[src/rtl/uart_tx_framer.sv]
// uart_tx_framer: valid/ready UART transmitter, one word per frame on baud ticks
// Ports: i_CLK clock, i_RST_N async active-low reset, i_CLK_ENABLE one-cycle baud tick,
//        i_TX_VALID/i_DATA_IN/o_TX_READY word handshake, o_TX serial line (idle high),
//        o_BUSY frame pending or in progress, o_DONE pulse on the final stop-bit launch
module uart_tx_framer #(
    parameter int DATA_BITS   = 8,
    parameter int PARITY_MODE = 0,
    parameter int STOP_BITS   = 1
) (
    input  logic                 i_CLK,
    input  logic                 i_RST_N,
    input  logic                 i_CLK_ENABLE,
    input  logic                 i_TX_VALID,
    input  logic [DATA_BITS-1:0] i_DATA_IN,
    output logic                 o_TX_READY,
    output logic                 o_TX,
    output logic                 o_BUSY,
    output logic                 o_DONE
);
    typedef enum logic [2:0] {IDLE, WAIT_START, DATA, PARITY, STOP} state_t;
    localparam logic [3:0] LAST_DATA = 4'(DATA_BITS - 1);
    localparam logic [3:0] LAST_STOP = 4'(STOP_BITS - 1);
    state_t               state;
    logic [DATA_BITS-1:0] shift;
    logic [3:0]           cnt;
    logic                 par;
    generate
        if (DATA_BITS < 5 || DATA_BITS > 9 || STOP_BITS < 1 || STOP_BITS > 2 ||
            PARITY_MODE < 0 || PARITY_MODE > 2) begin : g_bad_params
            $error("uart_tx_framer: illegal DATA_BITS/PARITY_MODE/STOP_BITS");
        end
    endgenerate
    assign o_TX_READY = state == IDLE;
    assign o_BUSY     = state != IDLE;
    // Accept ignores the tick; every other transition waits for one, so a tick
    // coinciding with accept never shortens the start bit.
    always_ff @(posedge i_CLK or negedge i_RST_N) begin
        if (!i_RST_N) begin
            state  <= IDLE;
            o_TX   <= 1'b1;
            o_DONE <= 1'b0;
            cnt    <= '0;
            shift  <= '0;
            par    <= 1'b0;
        end else begin
            o_DONE <= 1'b0;
            case (state)
                IDLE: if (i_TX_VALID) begin
                    shift <= i_DATA_IN;
                    par   <= PARITY_MODE == 1 ? ~^i_DATA_IN : ^i_DATA_IN;
                    state <= WAIT_START;
                end
                WAIT_START: if (i_CLK_ENABLE) begin
                    o_TX  <= 1'b0;
                    cnt   <= '0;
                    state <= DATA;
                end
                DATA: if (i_CLK_ENABLE) begin
                    o_TX  <= shift[0];
                    shift <= shift >> 1;
                    cnt   <= cnt == LAST_DATA ? '0 : cnt + 4'd1;
                    if (cnt == LAST_DATA) state <= PARITY_MODE != 0 ? PARITY : STOP;
                end
                PARITY: if (i_CLK_ENABLE) begin
                    o_TX  <= par;
                    state <= STOP;
                end
                STOP: if (i_CLK_ENABLE) begin
                    o_TX <= 1'b1;
                    cnt  <= cnt == LAST_STOP ? '0 : cnt + 4'd1;
                    if (cnt == LAST_STOP) begin
                        o_DONE <= 1'b1;
                        state  <= IDLE;
                    end
                end
                default: state <= IDLE;
            endcase
        end
    end
endmodule

[config.mk]
export PLATFORM = sky130hd
export DESIGN_NAME = uart_tx_framer
export DESIGN_NICKNAME = d
export VERILOG_FILES = /design/src/rtl/uart_tx_framer.sv
export SDC_FILE = /design/constraint.sdc
export NUM_CORES = 1
export LEC_CHECK = 0
export BUFFER_PORTS_ARGS = -buffer_cell sky130_fd_sc_hd__buf_2
export CORE_AREA = 2 2 45 68
export CTS_BUF_LIST = sky130_fd_sc_hd__clkbuf_8
export CTS_CLUSTER_DIAMETER = 150
export DETAILED_ROUTE_END_ITERATION = 12
export DIE_AREA = 0 0 47 70
export PLACE_DENSITY_LB_ADDON = 0.08
export SYNTH_ARGS = -nofsm -noshare
export SYNTH_HDL_FRONTEND = slang
export SYNTH_SLANG_ARGS = --single-unit
export TNS_END_PERCENT = 50
[constraint.sdc]
create_clock -name i_CLK -period 3 [get_ports i_CLK]
set_input_delay 0.15 -clock i_CLK [delete_from_list [all_inputs] [get_ports i_CLK]]
set_output_delay 0.15 -clock i_CLK [all_outputs]
set_load 0.01 [all_outputs]
* Word-level counts from Yosys, hierarchy flattened
Cells that the tools add are included.
** Word-level totals
- Register bits after elaboration :: 18
- Output and inout port bits :: 4
- Word-level logic and storage cells :: 56
** Operators by class
- Add/subtract/negate cells :: 1
- Equal/unequal tests :: 12
- Muxes and demuxes :: 25
- Reductions and logical operators :: 12
** Operators with widths (number)
- $mux 3 :: 7
- $mux 4 :: 5
- $mux 8 :: 2
- $pmux 8 s2 :: 1
- $pmux 3 s5 :: 1
- $ne 2x2->1 const B :: 7
- $pmux 4 s3 :: 1
- $reduce_xor 8->1 :: 1
- $mux 1 :: 7
- $reduce_and 7->1 :: 1
- $eq 3x2->1 const B :: 2
- $reduce_bool 3->1 :: 2
- $reduce_and 5->1 :: 1
- $add 4x1->4 const B :: 1
- $eq 4x3->1 const B :: 1
- $logic_not 4->1 :: 1
- $pmux 1 s4 :: 1
- $reduce_and 4->1 :: 1
- $reduce_bool 4->1 :: 1
- $eq 3x1->1 const B :: 1
- $eq 3x3->1 const B :: 1
- $logic_not 3->1 :: 1
- $reduce_and 3->1 :: 1
- $reduce_and 2->1 :: 1
- $reduce_bool 2->1 :: 1

* Depth between registers and ports, before layout
- Depth after elaboration :: 4
- Depth in mapped cells :: 7

* Worst setup path after synthesis
No wires, ideal clock.
- Kind :: register -> register
- From :: register state[1]
- To :: register cnt[0]
- Library setup time :: 74 ps
- Arrival :: 1393 ps
- Path slack :: 1533 ps
- Cell stages (with the launch flop) :: 6
- Path buffers :: 1
- Clock period less this slack :: 1467 ps
- Path through :: dfrtp_1 > buf_6 > or3b_4 > or2_1 > a211o_1 > o21ai_2
** Between the ends
- Word-level cells in the longest chain between the ends :: 3
- Elaborated cells on any way between the ends :: 9
- Classes of those cells :: eq/ne: 6; mux: 1; reduce/logical: 2
** Ends and longest elaborated chain
- start: declaration :: line 23 : state_t state;
- start signal: assignment :: line 62 : if (cnt == LAST_DATA) state <= PARITY_MODE != 0 ? PARITY : STOP;
- $eq 3x1->1 (tied with other cells) :: line 47 : case (state)
- $ne 2x2->1 (no source line) / $reduce_bool 3->1 (equally long branches)
- $reduce_and 4->1 (no source line)
- end signal: assignment :: line 61 : cnt <= cnt == LAST_DATA ? '0 : cnt + 4'd1;
- end signal: assignment :: line 70 : cnt <= cnt == LAST_STOP ? '0 : cnt + 4'd1;
- end: declaration :: line 25 : logic [3:0] cnt;
Several ways; a longest one is shown, not always the timed one.
A chain may end at the register's enable or synchronous reset.

* Worst setup path in the final report
- From :: register state[1]
- To :: register shift[1]
** Between the ends
- Word-level cells in the longest chain between the ends :: 3
- Elaborated cells on any way between the ends :: 7
- Classes of those cells :: eq/ne: 3; mux: 1; reduce/logical: 3
** Ends and longest elaborated chain
- $eq 3x2->1 / $logic_not 3->1 (equally long branches) :: line 47
- $ne 2x2->1 (no source line) / $reduce_bool 2->1 (equally long branches)
- $reduce_and 3->1 (no source line)
- end signal: assignment :: line 49 : shift <= i_DATA_IN;
- end signal: assignment :: line 60 : shift <= shift >> 1;
- end: declaration :: line 24 : logic [DATA_BITS-1:0] shift;
Several ways; a longest one is shown, not always the timed one.

==> impl_metrics.py <==
metrics = {
    "status": {
        "status": "finished clean",
    },
    "timing": {
        "fin_skew_ps": 3.20,
        "rsz0062_at_grt": "no",
        "fin_tns_setup_ps": 0,
        "setup_viol": 0,
        "whs_ps": 149,
        "post-route-period-util_pct": 55.7,
        "maxSlewViolCount": 0,
        "worstMarginPinSlew_ps": 484,
        "hold_viol": 0,
        "relSlewSlack_pct": 67.8,
        "max_freq_mhz": 599,
        "layout_min_cycle_time_ps": 1670,
    },
    "synthesis": {
        "synth-seq-cells": 18,
        "synth_fp_nets": 130,
        "ys_types": 38,
        "yosys_warnings": 0,
        "synth_area_um2": 1100,
        "yosysSeqAreaShare_pct": 41.2,
        "synth_area_per_cell_um2": 9.45,
        "synthCells": 116,
    },
    "pwr": {
        "vdd_ir_drop_max_mv": 0.410,
        "comb_power_share_pct": 42.9,
        "p_leak_nw": 0.559,
        "p_int_uw": 703,
        "power_density_nw_per_um2": 940,
        "p_sw_uw": 461,
        "power_frac_clock_pct": 17.4,
        "seqPwrFrac_pct": 39.7,
        "swShare_pct": 39.6,
    },
    "cells_and_area": {
        "diodes": 0,
        "syn_to_final_growth_pct": 13.0,
        "drive_gt1_share_pct": 19.5,
        "final_util_pct": 44.8,
        "layout_common_cells": "dfrtp_1 (17), buf_2 (15), o21ai_0 (13)",
        "nets": 143,
        "final_common_cell": "dfrtp_1",
    },
    "clocking": {
        "cts_buffer_depth": 2,
        "cts_tree": "yes",
        "cts_buffers": 3,
        "clkTransAtPathRegs_ps": 70,
        "cts-root-buf": "clkbuf_8",
        "cts_resized": 0,
        "h-tree-depth": 1,
        "clk_latency_ps": 260,
        "postCtsSetupBuffers": 0,
        "cts_hold_buf": 1,
        "cts_sinks": 18,
    },
    "detailed_routing": {
        "drt-wirelength-per-cell_um": 13.4,
        "ant_nets": 0,
        "wirelength_mm": 2.24,
        "vias_per_cell": 4.98,
        "drtPass1Iterations": 3,
        "vias": 831,
        "drt-initial-drc-count": 6,
        "drc": 0,
    },
    "worst_setup_path": {
        "crit_path_max_fanout": 16,
        "crit_type": "register to register",
        "crit_path_end_kind": "register",
        "crit_required_ps": 3120,
        "cp-start-kind": "register",
        "r2r_start": "state[1]",
        "rr_endpoint": "shift[1]",
        "regToRegSetupSlack_ps": 1330,
        "reg2reg_depth": 4,
        "arrival_ps": 1800,
    },
    "global_routing": {
        "grt_overflow_total": 0,
        "antenna_found_initial": 0,
        "grt_pass1_vias": 885,
        "grt_usage_pct": 16.3,
        "grt_max_degree": 19,
        "grt_pass1_wl_mm": 3.93,
    },
    "worst_hold_path": {
        "hold_path_depth": 2,
        "hold_path_class": "input port to register",
        "hold_path_end": "shift[7]",
        "hp-start": "i_DATA_IN[7]",
    },
    "run": {
        "cap_viol_max_count": 0,
    },
    "placement": {
        "place_congestion": 0.734,
        "dp_hpwl_mm": 1.74,
        "numPortBuffers": 15,
    },
    "floorplan": {
        "rows": 24,
        "ios": 16,
        "chipWidth_um": 47,
        "start_util_pct": 39.7,
        "dieArea_um2": 3290,
        "die_y_um": 70,
        "core_area_um2": 2760,
    },
}
[synth_stat cells, drive strengths merged]
master	number	area share, %
or2	1	0.57
ha	2	2.3
nand3	1	0.46
and3	1	0.57
a211o	1	0.80
xor2	1	0.80
or3b	1	1.0
o32ai	1	0.80
o21a	1	0.69
or3	2	1.1
o21ai	15	7.2
nor2b	1	0.57
clkbuf	4	1.5
nor2	5	1.7
o21bai	1	0.69
nand2	10	3.4
a22oi	1	0.69
o211a	2	1.8
dfstp	1	2.4
mux2i	10	9.1
nor3	2	0.91
and4	1	0.80
nor3b	2	1.4
buf	5	3.4
a21oi	7	3.2
inv	5	1.7
a211oi	1	0.69
a22o	1	0.80
dfrtp	17	39
a31o	2	1.6
nor4	1	0.57
o211ai	1	0.69
xnor2	8	6.4
nor4b	1	0.80
[power groups by stage]
stage	Sequential, mW	Clock [mW]	Combinational [mW]
3_5_place_dp	0.467	0	0.508
2_1_floorplan	0.393	0	0.485
6_report	0.462	0.202	0.500
5_1_grt	0.480	0.220	0.580
4_1_cts	0.462	0.206	0.511
3_3_place_gp	0.462	0	0.506
[cell families (layout without fill, tap and decap cells)]
logic type | Yosys count | after routing | share of synthesized area, %
xor gates and xnor gates | 9 | 9 | 7.19
and+or+nand+nor | 29 | 29 | 13.9
DFF | 18 | 18 | 41.2
adders and majority gates | 2 | 2 | 2.28
muxes | 10 | 10 | 9.13
AOI/OAI and AO/OA | 34 | 34 | 19.6
buffers and inverters | 14 | 26 | 6.62
[area by class of cell]
type                            instances  area [um2]
Sequential cell                        18         452
Clock buffer                            4        55.1
Tap cell                               39        48.8
Multi-Input combinational cell         84         572
Fill cell                             313        1520
Inverter                                5        18.8
Timing Repair Buffer                   17        92.6
[routing by layer]
metal / vias to the layer above / GRT usage, % / wire, um
met3: 4 / 2.33 / 41
li1: 431 / - / -
met1: 385 / 18.7 / 872
met4: 0 / 5.56 / 36
met2: 11 / 28.8 / 1290
met5: - / 0 / 0
[registers in the layout, summed over array words and instances, names as in the netlist]
name    count
cnt         4
shift       8
state       3
par         1
o_DONE      1
o_TX        1
[how the worst max path moves through the flow]
stage / cells after the start / endpoint / startpoint
2_1_floorplan: 5 / cnt[0] / state[1]
3_3_place_gp: 4 / shift[1] / state[1]
3_5_place_dp: 4 / shift[1] / state[1]
4_1_cts: 4 / shift[1] / state[1]
5_1_grt: 4 / shift[1] / state[1]
6_report: 4 / shift[1] / state[1]
[worst max-delay path, cell delays in order (launching register included)]
cell     delay (ps)
dfrtp_1         640
nor3b_1         370
buf_4           250
mux2i_1         200
o21ai_0          90
[stage by stage]
step	instance area [um2]	std cells	power, mW	worst slack, ps
after detailed placement	1170	162	0.975	1330
after global routing	1240	167	1.28	1140
after global placement	1170	162	0.968	1370
after CTS	1240	167	1.18	1300
final	1240	167	1.16	1330
after floorplan	1100	116	0.878	1530
No activity file was read; power rests on OpenSTA's default activity.
